`config.mk`:
```
export PLATFORM = sky130hd
export DESIGN_NAME = ahb_decode_mux_param
export DESIGN_NICKNAME = d
export VERILOG_FILES = /design/src/rtl/ahb_mux_pkg.sv /design/src/rtl/ahb_mux_default_slave.sv /design/src/rtl/ahb_decode_mux_param.sv
export SDC_FILE = /design/constraint.sdc
export NUM_CORES = 1
export LEC_CHECK = 0
export BUFFER_PORTS_ARGS = -buffer_cell sky130_fd_sc_hd__clkbuf_2
export CAP_MARGIN = 20
export CORE_MARGIN = 4
export CORE_UTILIZATION = 36
export DETAILED_ROUTE_END_ITERATION = 16
export PLACE_DENSITY = 0.78
export SLEW_MARGIN = 10
export SYNTH_ARGS = -nofsm -noshare
export SYNTH_HDL_FRONTEND = slang
export SYNTH_HIERARCHICAL = 1
export SYNTH_SLANG_ARGS = --single-unit
```
`constraint.sdc`:
```
create_clock -name HCLK -period 2.4 [get_ports HCLK]
set_clock_uncertainty 0.05 [all_clocks]
set_input_delay 0.24 -clock HCLK [delete_from_list [all_inputs] [get_ports HCLK]]
set_output_delay 0.24 -clock HCLK [all_outputs]
set_load 0.05 [all_outputs]
```
`src/rtl/ahb_mux_pkg.sv`:
```
// Shared constants and state types for the AHB-Lite decode/mux slice.
package ahb_mux_pkg;

    localparam logic [1:0] HTRANS_IDLE   = 2'b00;
    localparam logic [1:0] HTRANS_BUSY   = 2'b01;
    localparam logic [1:0] HTRANS_NONSEQ = 2'b10;
    localparam logic [1:0] HTRANS_SEQ    = 2'b11;

    localparam logic RESP_OKAY  = 1'b0;
    localparam logic RESP_ERROR = 1'b1;

    localparam int MAX_SLAVES = 16;

    // Two-cycle ERROR sequencer used by the default slave.
    typedef enum logic [1:0] {
        D_IDLE = 2'd0,
        D_ERR1 = 2'd1,
        D_ERR2 = 2'd2
    } d_state_e;

    // Watchdog termination states; the watchdog reuses the ERROR sequencer,
    // so these share encodings with d_state_e (W_RUN = D_IDLE, ...).
    typedef enum logic [1:0] {
        W_RUN = 2'd0,
        W_TO1 = 2'd1,
        W_TO2 = 2'd2
    } w_state_e;

endpackage

```
`src/rtl/ahb_mux_default_slave.sv`:
```
// Two-cycle AHB ERROR response generator.
//
// state  | meaning
// D_IDLE | no error response in progress (ready=1, resp=OKAY)
// D_ERR1 | first ERROR cycle (ready=0, resp=ERROR)
// D_ERR2 | second ERROR cycle (ready=1, resp=ERROR), may chain into D_ERR1
module ahb_mux_default_slave
    import ahb_mux_pkg::*;
(
    input  logic clk,
    input  logic rst,
    input  logic start,
    output logic ready,
    output logic resp,
    output logic busy
);

    d_state_e state, state_n;

    // State register.
    always_ff @(posedge clk or posedge rst) begin
        if (rst) state <= D_IDLE;
        else     state <= state_n;
    end

    // Next-state logic; outputs are decoded from state alone so the
    // master-facing HREADY never loops back through start.
    always_comb begin
        state_n = state;
        case (state)
            D_IDLE:  if (start) state_n = D_ERR1;
            D_ERR1:  state_n = D_ERR2;
            D_ERR2:  state_n = start ? D_ERR1 : D_IDLE;
            default: state_n = D_IDLE;
        endcase
    end

    assign ready = (state != D_ERR1);
    assign resp  = (state != D_IDLE) ? RESP_ERROR : RESP_OKAY;
    assign busy  = (state != D_IDLE);

endmodule

```
`src/rtl/ahb_decode_mux_param.sv`:
```
// AHB-Lite address decoder, response mux, default slave and stall watchdog.
module ahb_decode_mux_param
    import ahb_mux_pkg::*;
#(
    parameter int                         NUM_SLAVES     = 2,
    parameter logic [NUM_SLAVES*32-1:0]   BASE_ADDRS     = {32'h60010000, 32'h60000000},
    parameter logic [NUM_SLAVES*32-1:0]   MASK_ADDRS     = {32'hFFFFF000, 32'hFFFF0000},
    parameter int                         TIMEOUT_CYCLES = 256,
    parameter int                         IDW            = 4
) (
    input  logic                     HCLK,
    input  logic                     HRESET,
    input  logic [31:0]              HADDR,
    input  logic [1:0]               HTRANS,
    output logic [NUM_SLAVES-1:0]    HSELS,
    input  logic [NUM_SLAVES-1:0]    HREADYOUTS,
    input  logic [NUM_SLAVES-1:0]    HRESPS,
    input  logic [NUM_SLAVES*32-1:0] HRDATAS,
    output logic                     HREADY,
    output logic                     HRESP,
    output logic [31:0]              HRDATA,
    output logic                     timeout_flag,
    output logic [IDW-1:0]           timeout_id,
    input  logic                     timeout_clr
);

    // dsel one-hot layout: [NUM_SLAVES-1:0] slaves, then default slave, then none.
    localparam int DEF = NUM_SLAVES;
    localparam int NONE = NUM_SLAVES + 1;
    localparam int DW = NUM_SLAVES + 2;

    logic [NUM_SLAVES-1:0] sel;
    logic                  dec_hit;
    logic [DW-1:0]         dsel;
    logic                  def_start, def_ready, def_resp, def_busy;
    logic                  wd_ready, wd_resp, wd_busy;
    logic                  stall;
    logic [IDW-1:0]        sidx;
    logic                  unused_bits;

    assign unused_bits = HTRANS[0];

    // Address decode; lowest matching index wins.
    always_comb begin
        sel     = '0;
        dec_hit = 1'b0;
        for (int i = 0; i < NUM_SLAVES; i++) begin
            if (!dec_hit && ((HADDR & MASK_ADDRS[i*32 +: 32]) == BASE_ADDRS[i*32 +: 32])) begin
                sel[i]  = 1'b1;
                dec_hit = 1'b1;
            end
        end
    end

    assign HSELS = sel;

    // Data-phase target, captured whenever the bus accepts an address phase.
    always_ff @(posedge HCLK or posedge HRESET) begin
        if (HRESET) begin
            dsel       <= '0;
            dsel[NONE] <= 1'b1;
        end else if (HREADY) begin
            dsel <= '0;
            if (HTRANS[1]) begin
                if (dec_hit) dsel[NUM_SLAVES-1:0] <= sel;
                else         dsel[DEF] <= 1'b1;
            end else begin
                dsel[NONE] <= 1'b1;
            end
        end
    end

    assign def_start = HREADY & HTRANS[1] & ~dec_hit;

    ahb_mux_default_slave u_def (
        .clk   (HCLK),
        .rst   (HRESET),
        .start (def_start),
        .ready (def_ready),
        .resp  (def_resp),
        .busy  (def_busy)
    );

    // Which slave owns the data phase and whether it is holding the bus.
    always_comb begin
        stall = 1'b0;
        sidx  = '0;
        for (int i = 0; i < NUM_SLAVES; i++) begin
            if (dsel[i]) begin
                stall = ~HREADYOUTS[i];
                sidx  = IDW'(i);
            end
        end
    end

    // Response mux; a watchdog termination overrides the stalled slave.
    always_comb begin
        HREADY = 1'b1;
        HRESP  = RESP_OKAY;
        HRDATA = '0;
        for (int i = 0; i < NUM_SLAVES; i++) begin
            if (dsel[i]) begin
                HREADY = HREADYOUTS[i];
                HRESP  = HRESPS[i];
                HRDATA = HRDATAS[i*32 +: 32];
            end
        end
        if (dsel[DEF] && def_busy) begin
            HREADY = def_ready;
            HRESP  = def_resp;
        end
        if (wd_busy) begin
            HREADY = wd_ready;
            HRESP  = wd_resp;
            HRDATA = '0;
        end
    end

    if (TIMEOUT_CYCLES > 0) begin : g_wd
        localparam int CW = $clog2(TIMEOUT_CYCLES + 1);
        logic [CW-1:0] cnt;
        logic          expire;

        // Expiry fires on the stall cycle that would take cnt to the limit,
        // so a slave that becomes ready in that very cycle still completes.
        assign expire = ~wd_busy & stall & (cnt == CW'(TIMEOUT_CYCLES - 1));

        // Saturating stall counter, cleared by any completed transfer.
        always_ff @(posedge HCLK or posedge HRESET) begin
            if (HRESET)                                             cnt <= '0;
            else if (HREADY)                                        cnt <= '0;
            else if (~wd_busy && stall && cnt != CW'(TIMEOUT_CYCLES)) cnt <= cnt + 1'b1;
        end

        // Sticky flag and culprit index; a new expiry beats a clear.
        always_ff @(posedge HCLK or posedge HRESET) begin
            if (HRESET) begin
                timeout_flag <= 1'b0;
                timeout_id   <= '0;
            end else if (expire) begin
                timeout_flag <= 1'b1;
                timeout_id   <= sidx;
            end else if (timeout_clr) begin
                timeout_flag <= 1'b0;
            end
        end

        ahb_mux_default_slave u_wd_term (
            .clk   (HCLK),
            .rst   (HRESET),
            .start (expire),
            .ready (wd_ready),
            .resp  (wd_resp),
            .busy  (wd_busy)
        );
    end else begin : g_no_wd
        assign wd_ready     = 1'b1;
        assign wd_resp      = RESP_OKAY;
        assign wd_busy      = 1'b0;
        assign timeout_flag = 1'b0;
        assign timeout_id   = '0;
    end

endmodule

```
# Word level (Yosys, flattened, before mapping)
# Index checks and enable logic that the tools add are counted.
[classes]
n_eq_ne = 12
bitwise_logic = 8
add_sub_neg = 1
n_reduce_logical = 11
muxes = 31
[op_table]
columns = ["cell", "n"]
rows = [
  ["two-way mux 32 bit", 3],
  ["equality test 20 x 19 -> 1 bit, second input constant", 1],
  ["two-way mux 1 bit", 20],
  ["two-way mux 9 bit", 2],
  ["equality test 16 x 15 -> 1 bit, second input constant", 1],
  ["one-hot mux 2 bit (3 select lines)", 2],
  ["adder 9 x 1 -> 9 bit, second input constant", 1],
  ["equality test 9 x 8 -> 1 bit, second input constant", 1],
  ["!= test 9 bit, second input constant", 1],
  ["!= test 2 x 1 -> 1 bit, second input constant", 4],
  ["nonzero test 2 bit", 4],
  ["two-way mux 2 bit", 3],
  ["AND 1 bit", 4],
  ["equality test 2 x 1 -> 1 bit, second input constant", 2],
  ["equality test 2 bit, second input constant", 2],
  ["logical AND 1 bit", 4],
  ["zero test 2 bit", 2],
  ["NOT 1 bit", 4],
  ["two-way mux 3 bit", 1],
  ["zero test 1 bit", 1],
]
[word_totals]
wordCells = 69
in_bits = 105
out_inout_bits = 41
reg_bits = 21

# Logic depth before layout (Yosys ltp)
# Gate-level depths: netlist of run 1.
[depth]
word_depth = 9
mapped_depth = 7

# Cells and area by module
# The synthesis of run 1 kept the hierarchy.
[by_module_without_submodules]
columns = ["module", "cells_each", "n_inst", "seq_area_each_um2", "area_each_um2"]
rows = [
  ["ahb_decode_mux_param", 180, 1, 350.3, 1322.5],
  ["ahb_mux_default_slave", 8, 2, 50.0, 86.3],
]

# Worst setup path before layout of run 1
# Ideal clock, no wire load.
[synth_timing]
path_kind = "register -> output"
from = "reg dsel[1]"
to = "out HRESP"
t_required_ns = 2.110
path_stages_with_launch = 6
slack_ns = 0.023
t_arrival_ns = 2.087
path_buffers = 2
path_cell_list = "dfrtp_1 buf_2 nor2b_1 clkbuf_1 a222oi_1 o31ai_1"
[synth_via]
elab_chain_cells = 3
[synth_lines]
columns = ["element", "line_no", "source"]
rows = [
  ["from (decl)", "ahb_decode_mux_param.sv:34", "logic [DW-1:0] dsel;"],
  ["from (signal, indexed assignment)", "ahb_decode_mux_param.sv:65", "if (dec_hit) dsel[NUM_SLAVES-1:0] <= sel;"],
  ["two-way mux 1 bit", "ahb_decode_mux_param.sv:102", "if (dsel[i]) begin"],
  ["two-way mux 1 bit", "ahb_decode_mux_param.sv:108", "if (dsel[DEF] && def_busy) begin"],
  ["two-way mux 1 bit", "ahb_decode_mux_param.sv:112", "if (wd_busy) begin"],
  ["to (decl)", "ahb_decode_mux_param.sv:20", "output logic HRESP,"],
]
# Every way passes these cells.

# Final worst setup path of run 1
[layout_timing]
from = "reg dsel[1]"
to = "out HREADY"
[layout_via]
elab_chain_cells = 3
[layout_lines]
columns = ["element", "line_no", "source"]
rows = [
  ["two-way mux 1 bit", "ahb_decode_mux_param.sv:102", ""],
  ["two-way mux 1 bit", "ahb_decode_mux_param.sv:108", ""],
  ["two-way mux 1 bit", "ahb_decode_mux_param.sv:112", ""],
  ["to (decl)", "ahb_decode_mux_param.sv:19", "output logic HREADY,"],
]
# Every way passes these cells.

==> impl_metrics.env, run 1 <==
export IMPL_synth_top_area_share_pct=30.1
export IMPL_crit_path_start_kind="flop"
export IMPL_worst_pin_slew_ns=0.556
export IMPL_drc=0
export IMPL_hold_class="primary input to flop"
export IMPL_ys_flop_type="dfrtp_1"
export IMPL_layout_drive_gt1_share_pct=45.1
export IMPL_vias=1842
export IMPL_fmax_ghz=0.437
export IMPL_track_usage_pct=16.9
export IMPL_synth_area_leaders="dfrtp_1 (30%), a22oi_1 (16%), nor2_1 (10%)"
export IMPL_combPwrFrac_pct=26.2
export IMPL_gp_congestion=0.821
export IMPL_min_from="timeout_clr"
export IMPL_io_buffers=129
export IMPL_maxCapViolCount=0
export IMPL_slew_headroom_pct=62.9
export IMPL_drt_iter0_drc=78
export IMPL_yosys_area_top_type="dfrtp_1"
export IMPL_start_util_pct=37.4
export IMPL_overflow=0
export IMPL_syn_area_per_cell_sq_um=7.63
export IMPL_synth_area_sq_um=1500
export IMPL_final_core_util_pct=55.1
export IMPL_drt_wl_total_microns=4800
export IMPL_grt_pass1_vias=1766
export IMPL_diodes=0
export IMPL_grt_pass1_wl_microns=7450
export IMPL_arrival_ns=2.00
export IMPL_clk_pin_slew_ns=0.07
export IMPL_reg2reg_to="dsel[0]"
export IMPL_holdPathEnd="timeout_flag"
export IMPL_yosys_warnings=6
export IMPL_ys_seq_area_share_pct=30.1
export IMPL_numClockSinks=18
export IMPL_critPathKind="flop to primary output"
export IMPL_vias_per_cell=5.02
export IMPL_clockBufferDepth=2
export IMPL_rsz0062_at_grt="false"
export IMPL_dieArea_sq_um=5250
export IMPL_core_sq_um=4000
export IMPL_fin_crit_ns=2.29
export IMPL_hold_violations=0
export IMPL_grt_max_degree=36
export IMPL_antenna_found_initial=0
export IMPL_critPathCaptureType="primary output"
export IMPL_p_sw_w=0.000225
export IMPL_die_h_microns=72.4
export IMPL_clkPwrFrac_pct=31.9
export IMPL_io_pins=146
export IMPL_irDropWorstVdd_mv=0.352
export IMPL_cts_htree_levels=1
export IMPL_total_power_w=0.000770
export IMPL_root_buffer="clkbuf_8"
export IMPL_place_hpwl_microns=3860
export IMPL_slowest_delay_ns=0.44
export IMPL_status="completed"
export IMPL_crit_path_top_delay_cell="or3b_4"
export IMPL_seqPwrFrac_pct=41.9
export IMPL_cp_data_required_time_ns=2.11
export IMPL_crit_fanout=12
export IMPL_first_pass_iters=4
export IMPL_async_reset_ff_share_pct=100
export IMPL_worstPathCellList="or3b_4, a311o_1, nand2_1, inv_2, clkbuf_2"
export IMPL_detail_route_antenna_nets=0
export IMPL_drv_slew=0
export IMPL_reg2reg_depth=5
export IMPL_syn_inst=196
export IMPL_swShare_pct=29.2
export IMPL_area_growth_pct=47.5
export IMPL_holdPathStages=2
export IMPL_tns_ns=0
export IMPL_ys_ff_latch=18
export IMPL_leakage_nw=1.21
export IMPL_ys_types=41
export IMPL_cp_num_buf_inv=2
export IMPL_reg2reg_slack_ns=0.50
export IMPL_critPathTopFamily="simple AND/OR/NAND/NOR gates"
export IMPL_std_cell_rows=23
export IMPL_numCtsBuffers=3
export IMPL_post_cts_buffers=0
export IMPL_die_w_microns=72.4
export IMPL_layout_nets=426
export IMPL_synth_edff_count=0
export IMPL_finalSetupViolations=0
export IMPL_cts_tree="built"
export IMPL_min_period_over_period_pct=95.3
export IMPL_post_cts_resized=0
export IMPL_wl_per_cell_microns=13.1
export IMPL_p_int_w=0.000545
export IMPL_powerDensity_nw_per_um2=349
export IMPL_clock_latency_ns=0.25
export IMPL_r2r_start="dsel[1]"
## synth_stat cells (4+ instances only)
library cell	instances
nor2_1	41
inv_1	9
nand2b_1	4
dfrtp_1	18
a21oi_1	6
a22oi_1	32
nand3_1	7
nand2_1	8
clkbuf_1	9
buf_4	5
o21ai_0	5
nor2b_1	6
## repair_timing
item | CTS | global route
hold endpoints to repair | 4 | 0
hold buffers | 1 | 0
setup endpoints to repair | 0 | 0
## power by group through the flow
| stage | Sequential, W | Combinational (W) | Clock (W) |
|---|---|---|---|
| after floorplan | 0.000326 | 0.000126 | 0 |
| after global placement | 0.000328 | 0.000198 | 0 |
| after detailed placement | 0.000328 | 0.000201 | 0 |
| after CTS | 0.000323 | 0.000203 | 0.000248 |
| after global routing | 0.000324 | 0.000220 | 0.000266 |
| final | 0.000323 | 0.000202 | 0.000245 |
## flip-flops by register name (all words and copies together), names as in the netlist
register	flops
g_wd.cnt	9
dsel	3
g_wd.u_wd_term/state	2
u_def/state	2
timeout_flag	1
timeout_id	1
## stage by stage
step | setup WS (ns) | cells | hold slack, ns | cell area [sq um]
3_5_place_dp | 0.399 | 362 | 0.0516 | 2140
4_1_cts | 0.123 | 367 | 0.122 | 2210
6_report | 0.112 | 367 | 0.124 | 2210
3_3_place_gp | 0.423 | 362 | 0.0492 | 2140
2_1_floorplan | 0.0230 | 198 | -0.0688 | 1500
5_1_grt | 0.00955 | 367 | 0.131 | 2210
## cells in the final DEF (no fill, tap or decap), types with 3 or more instances in the layout
cell type,instances
nor2_1,41
o21ai_0,5
a22oi_1,32
dfrtp_1,18
nand2_1,8
nor4b_1,3
o31ai_1,3
clkbuf_2,129
buf_4,3
a21oi_1,6
nand3_1,7
clkbuf_8,4
inv_1,9
conb_1,3
nor2b_1,5
ha_1,3
nor4_1,3
nand2b_1,4
## routing by layer
layer  vias up  wire length, microns  track usage [%]
met4         0                    12             2.66
li1        942                     -                -
met2        60                  2530             30.7
met3         2                   306             3.19
met5         -                     0                0
met1       838                  1950             21.0
## worst max-delay path by stage
stage                      endpoint  cells past startpoint  startpoint  slack (ns)
after floorplan               HRESP                      5     dsel[1]        0.02
after global placement       HREADY                      5     dsel[1]        0.42
after detailed placement     HREADY                      5     dsel[1]        0.40
after CTS                    HREADY                      5     dsel[1]        0.12
after global routing      HRDATA[8]                      6     dsel[1]        0.01
final                        HREADY                      5     dsel[1]        0.11
## kinds of logic after synthesis
kind of cell / after synthesis / share of synthesized area (%)
mux: 2 / 1.42
flops: 18 / 30.1
fa+ha+maj: 3 / 2.51
buf+inv: 28 / 8.87
xor+xnor: 2 / 1.17
other cells: 1 / 0.251
simple gates: 84 / 27.7
compound gates: 58 / 27.9
## cell type report
| class | instances | area (sq um) |
|---|---|---|
| tap | 50 | 62.6 |
| timing repair buffer | 133 | 678 |
| sequential | 18 | 450 |
| fill | 384 | 1790 |
| multi-input combinational | 152 | 922 |
| clock buffer | 4 | 55.1 |
| inverter | 10 | 37.5 |
No activity file was read; power rests on OpenSTA's default activity.
==> inputs of run 2 (changes only) <==
--- a/config.mk
+++ b/config.mk
@@ -8,11 +8,11 @@
 export BUFFER_PORTS_ARGS = -buffer_cell sky130_fd_sc_hd__clkbuf_2
 export CAP_MARGIN = 20
 export CORE_MARGIN = 4
-export CORE_UTILIZATION = 36
+export CORE_UTILIZATION = 35
+export CTS_CLUSTER_SIZE = 20
 export DETAILED_ROUTE_END_ITERATION = 16
-export PLACE_DENSITY = 0.78
+export PLACE_DENSITY = 0.77
 export SLEW_MARGIN = 10
 export SYNTH_ARGS = -nofsm -noshare
 export SYNTH_HDL_FRONTEND = slang
-export SYNTH_HIERARCHICAL = 1
 export SYNTH_SLANG_ARGS = --single-unit
==> impl_metrics.env, run 2 <==
export IMPL_grt_pass1_wl_microns=7420
export IMPL_total_power_w=0.000698
export IMPL_yosys_warnings=0
export IMPL_arrival_ns=1.88
export IMPL_synth_mux_area_fraction_pct=3.10
export IMPL_start_util_pct=36.3
export IMPL_synth_top_area_share_pct=31.0
export IMPL_crit_path_top_delay_cell="dfrtp_1"
export IMPL_synthAdderAreaFrac_pct=2.58
export IMPL_status="completed"
export IMPL_crit_fanout=12
export IMPL_drt_iter0_drc=68
export IMPL_regArea_sq_um=450
export IMPL_syn_area_per_cell_sq_um=7.81
export IMPL_post_cts_resized=0
export IMPL_die_w_microns=72.4
export IMPL_finalSetupViolations=0
export IMPL_area_growth_pct=55.4
export IMPL_dieArea_sq_um=5250
export IMPL_holdBufCountCts=0
export IMPL_crit_path_start_kind="flop"
export IMPL_clk_pin_slew_ns=0.07
export IMPL_drc=0
export IMPL_ys_types=40
export IMPL_vias=1853
export IMPL_slew_headroom_pct=54.7
export IMPL_top_regs="g_wd.cnt: 9 flops, dsel: 3 flops"
export IMPL_top_register="g_wd.cnt"
export IMPL_layout_nets=420
export IMPL_clock_latency_ns=0.25
export IMPL_yosys_area_top_type="dfrtp_1"
export IMPL_powerDensity_nw_per_um2=309
export IMPL_synth_top_family_by_area="simple AND/OR/NAND/NOR gates"
export IMPL_syn_inst=186
export IMPL_cp_data_required_time_ns=2.11
export IMPL_hold_class="primary input to asynchronous set/reset pin"
export IMPL_clockBufferDepth=2
export IMPL_worstPathCellList="buf_4, nand2b_1, a32oi_1, o21bai_1, buf_4, buf_12"
export IMPL_layout_commonest_cell="clkbuf_2"
export IMPL_gp_congestion=0.789
export IMPL_root_buffer="clkbuf_8"
export IMPL_async_reset_ff_share_pct=100
export IMPL_fmax_ghz=0.461
export IMPL_dpl_worst_slack_ns=0.431
export IMPL_drt_wl_total_microns=4870
export IMPL_io_pins=146
export IMPL_min_period_over_period_pct=90.3
export IMPL_synth_area_sq_um=1450
export IMPL_numCtsBuffers=3
export IMPL_hold_violations=0
export IMPL_io_buffers=129
export IMPL_grt_max_degree=27
export IMPL_detail_route_antenna_nets=0
export IMPL_numClockSinks=18
export IMPL_ys_flop_type="dfrtp_1"
export IMPL_synthSimpleGateAreaFrac_pct=27.4
export IMPL_grt_pass1_vias=1680
export IMPL_critPathCaptureType="primary output"
export IMPL_synth_commonest_cells="nor2_1 (39), a22oi_1 (32), dfrtp_1 (18)"
export IMPL_yosysMostFrequentCell="nor2_1"
export IMPL_synth_compound_area_share_pct=26.6
export IMPL_setup_ws_ns=0.233
export IMPL_ys_ff_latch=18
export IMPL_tns_ns=0
export IMPL_maxCapViolCount=0
export IMPL_place_area_sq_um=2200
export IMPL_synth_edff_count=0
export IMPL_multiInputGateArea_sq_um=890
export IMPL_place_hpwl_microns=3970
export IMPL_fin_crit_ns=2.17
export IMPL_overflow=0
export IMPL_vias_per_cell=5.13
export IMPL_antenna_found_initial=0
export IMPL_cts_tree="built"
export IMPL_rsz0062_at_grt="false"
export IMPL_cts_htree_levels=1
export IMPL_finalInstanceArea_sq_um=2260
export IMPL_final_core_util_pct=56.4
export IMPL_post_cts_buffers=0
export IMPL_irDropWorstVdd_mv=0.235
export IMPL_std_cell_rows=23
export IMPL_cp_num_buf_inv=3
export IMPL_critPathKind="flop to primary output"
export IMPL_synth_xor_area_share_pct=0.603
export IMPL_critPathTopFamily="buffers and inverters"
export IMPL_drv_slew=0
export IMPL_die_h_microns=72.4
export IMPL_track_usage_pct=17.3
export IMPL_synth_area_leaders="dfrtp_1 (31%), a22oi_1 (17%), nor2_1 (10%)"
export IMPL_core_sq_um=4000
export IMPL_largest_register_ffs=9
export IMPL_leakage_nw=1.21
export IMPL_n_fill_cell=374
export IMPL_path_common_cell="buf_4"
export IMPL_worst_pin_slew_ns=0.678
export IMPL_wl_per_cell_microns=13.5
export IMPL_slowest_delay_ns=0.41
export IMPL_diodes=0
export IMPL_final_cell_mix="clkbuf_2 (125), nor2_1 (39), a22oi_1 (32)"
export IMPL_first_pass_iters=4
export IMPL_ys_seq_area_share_pct=31.0
export IMPL_layout_drive_gt1_share_pct=47.6
-- run 2: cell types whose count changed after synthesis, sizes merged, moves of 3 or more --
cell    change
buf         -3
nand2b      -3
or4         +3
clkbuf      +3
nand2       -3
nand3       -5
mux2        +3
a21oi       +3
-- run 2: logic make-up after synthesis --
| family | after synthesis |
|---|---|
| AND/OR/NAND/NOR | 76 |
| adder cells (fa/ha/maj) | 3 |
| buffers and inverters | 27 |
| other | 1 |
| multiplexers | 4 |
| AO/OA/AOI/OAI | 56 |
| XOR/XNOR | 1 |
| flip-flops | 18 |
-- run 2: worst paths after layout --
check                                   startpoint                 endpoint  slack, ns  cells after the start
min in group HCLK                      timeout_clr             timeout_flag       0.12                      2
max in group asynchronous                   HRESET           u_def.state[1]       1.86                      2
setup reg to reg                       g_wd.cnt[0]              g_wd.cnt[8]       0.41                      7
hold / removal                              HRESET              g_wd.cnt[7]      0.009                      2
hold reg to reg            g_wd.u_wd_term.state[1]  g_wd.u_wd_term.state[1]       0.40                      1
setup / recovery                           dsel[1]                   HREADY       0.23                      6
-- run 2: through the flow --
step | cells | hold WS (ns)
finish | 361 | 0.00918
global route | 361 | 0.0827
CTS | 361 | 0.0328
detailed placement | 357 | 0.311
global placement | 357 | 0.300
floorplan | 188 | 0.129
-- run 2: layout make-up --
type,instances,area share [%]
multi-input combinational,143,39.4
timing repair buffer,137,33.9
sequential,18,20.0
tap,50,2.77
clock buffer,4,2.44
inverter,9,1.50
-- run 2: layer usage --
| metal | global-route usage [%] | up-vias | routed length, microns |
|---|---|---|---|
| li1 | - | 928 | - |
| met1 | 21.6 | 825 | 1930 |
| met2 | 30.6 | 92 | 2410 |
| met3 | 3.19 | 8 | 450 |
| met4 | 4.51 | 0 | 82 |
| met5 | 0 | - | 0 |
-- run 2: power by group --
part | internal [W] | switching [W] | leakage, nW | total, W
Clock | 0.000146 | 0.000103 | 0.0288 | 0.000249
Combinational | 0.0000703 | 0.0000658 | 0.937 | 0.000136
Sequential | 0.000309 | 0.00000476 | 0.247 | 0.000313
==> inputs of run 3 (changes only) <==
--- a/config.mk
+++ b/config.mk
@@ -8,10 +8,10 @@
 export BUFFER_PORTS_ARGS = -buffer_cell sky130_fd_sc_hd__clkbuf_2
 export CAP_MARGIN = 20
 export CORE_MARGIN = 4
-export CORE_UTILIZATION = 35
+export CORE_UTILIZATION = 36
 export CTS_CLUSTER_SIZE = 20
 export DETAILED_ROUTE_END_ITERATION = 16
-export PLACE_DENSITY = 0.77
+export PLACE_DENSITY = 0.79
 export SLEW_MARGIN = 10
 export SYNTH_ARGS = -nofsm -noshare
 export SYNTH_HDL_FRONTEND = slang
==> impl_metrics.env, run 3 (synthesis gave the netlist of run 2 again) <==
export IMPL_status="completed"
export IMPL_total_power_w=0.000694
export IMPL_overflow=0
export IMPL_critPathCaptureType="primary output"
export IMPL_clockBufferDepth=2
export IMPL_finalInstanceArea_sq_um=2240
export IMPL_reg2reg_slack_ns=0.31
export IMPL_layout_nets=418
export IMPL_worst_pin_slew_ns=0.674
export IMPL_drv_slew=0
export IMPL_layout_drive_gt1_share_pct=47.2
export IMPL_fmax_ghz=0.476
export IMPL_finalSetupViolations=0
export IMPL_cts_htree_levels=1
export IMPL_post_cts_resized=0
export IMPL_gp_congestion=0.792
export IMPL_io_pins=146
export IMPL_drt_wl_total_microns=4980
export IMPL_irDropWorstVdd_mv=0.176
export IMPL_arrival_ns=1.81
export IMPL_drc=0
export IMPL_top_usage_layer="met2"
export IMPL_top_regs="g_wd.cnt: 9 flops, dsel: 3 flops"
export IMPL_cp_data_required_time_ns=2.11
export IMPL_slew_headroom_pct=55.0
export IMPL_reg2reg_to="g_wd.cnt[7]"
export IMPL_grt_pass1_vias=1887
export IMPL_use_met3_pct=5.61
export IMPL_r2r_start="dsel[1]"
export IMPL_final_core_util_pct=59.4
export IMPL_wl_per_cell_microns=14.0
export IMPL_first_pass_iters=4
export IMPL_hold_violations=0
export IMPL_reg2reg_depth=4
export IMPL_place_hpwl_microns=4080
export IMPL_layout_commonest_cell="clkbuf_2"
export IMPL_leakage_nw=1.20
export IMPL_hold_class="primary input to asynchronous set/reset pin"
export IMPL_tns_ns=0
export IMPL_track_usage_pct=18.6
export IMPL_root_buffer="clkbuf_8"
export IMPL_numCtsBuffers=3
export IMPL_die_w_microns=71.5
export IMPL_vias=1816
export IMPL_post_cts_buffers=0
export IMPL_min_period_over_period_pct=87.5
export IMPL_use_met2_pct=33.5
export IMPL_io_buffers=129
export IMPL_clk_pin_slew_ns=0.07
export IMPL_final_cell_mix="clkbuf_2 (125), nor2_1 (39), a22oi_1 (32)"
export IMPL_rsz0062_at_grt="false"
export IMPL_place_area_sq_um=2180
export IMPL_powerDensity_nw_per_um2=310
export IMPL_crit_path_start_kind="flop"
export IMPL_clock_latency_ns=0.25
export IMPL_n_fill_cell=337
export IMPL_cts_tree="built"
export IMPL_die_h_microns=71.5
export IMPL_start_util_pct=38.5
export IMPL_std_cell_rows=22
export IMPL_diodes=0
export IMPL_numClockSinks=18
export IMPL_largest_register_ffs=9
export IMPL_core_sq_um=3770
export IMPL_dieArea_sq_um=5120
export IMPL_antenna_found_initial=0
export IMPL_critPathKind="flop to primary output"
export IMPL_area_growth_pct=54.2
export IMPL_maxCapViolCount=0
export IMPL_use_met1_pct=20.8
export IMPL_grt_max_degree=34
export IMPL_drt_iter0_drc=89
export IMPL_fin_crit_ns=2.10
export IMPL_detail_route_antenna_nets=0
export IMPL_grt_pass1_wl_microns=7760
export IMPL_crit_fanout=14
export IMPL_top_register="g_wd.cnt"
export IMPL_holdBufCountCts=0
export IMPL_vias_per_cell=5.09
## run 3: worst max-delay path by stage
stage                 start           to  slack, ns  cells past startpoint
finish              dsel[1]       HREADY       0.30                      5
global route        dsel[1]   HRDATA[11]       0.18                      5
CTS                 dsel[1]       HREADY       0.29                      5
detailed placement  dsel[1]  g_wd.cnt[7]       0.33                      4
global placement    dsel[1]  g_wd.cnt[7]       0.40                      4
floorplan           dsel[1]    HRDATA[0]       0.24                      6
## run 3: layout make-up
| cell class | instances | area [sq um] | share of cell area, % |
|---|---|---|---|
| multi-input combinational | 143 | 890 | 39.7 |
| timing repair buffer | 135 | 751 | 33.5 |
| sequential | 18 | 450 | 20.1 |
| tap | 48 | 60.1 | 2.68 |
| clock buffer | 4 | 55.1 | 2.46 |
| inverter | 9 | 33.8 | 1.51 |
## run 3: report_power, final
group | leakage, nW | internal (W) | total [W] | switching [W]
clock network | 0.0288 | 0.000146 | 0.000245 | 0.0000990
logic | 0.926 | 0.0000702 | 0.000136 | 0.0000656
registers | 0.247 | 0.000309 | 0.000313 | 0.00000433
## run 3: stage by stage
stage          hold slack [ns]  cells  setup slack (ns)
4_1_cts                 0.0319    357             0.290
5_1_grt                 0.0654    357             0.185
6_report               0.00775    357             0.299
3_5_place_dp             0.304    353             0.331
3_3_place_gp             0.305    353             0.397
2_1_floorplan            0.129    188             0.242
## run 3: worst max-delay path, cell delays in order (launching register included)
cell and delay [ns]:
dfrtp_1 0.48, or3b_4 0.45, a32oi_1 0.19, o21bai_1 0.08, buf_4 0.19, buf_12 0.16
## run 3: metal layers
layer	up-vias	share of wire (%)	wire length [microns]
met5	-	0	0
met4	0	1.3	63
met3	6	8.4	416
met1	806	39	1960
li1	920	-	-
met2	84	51	2540
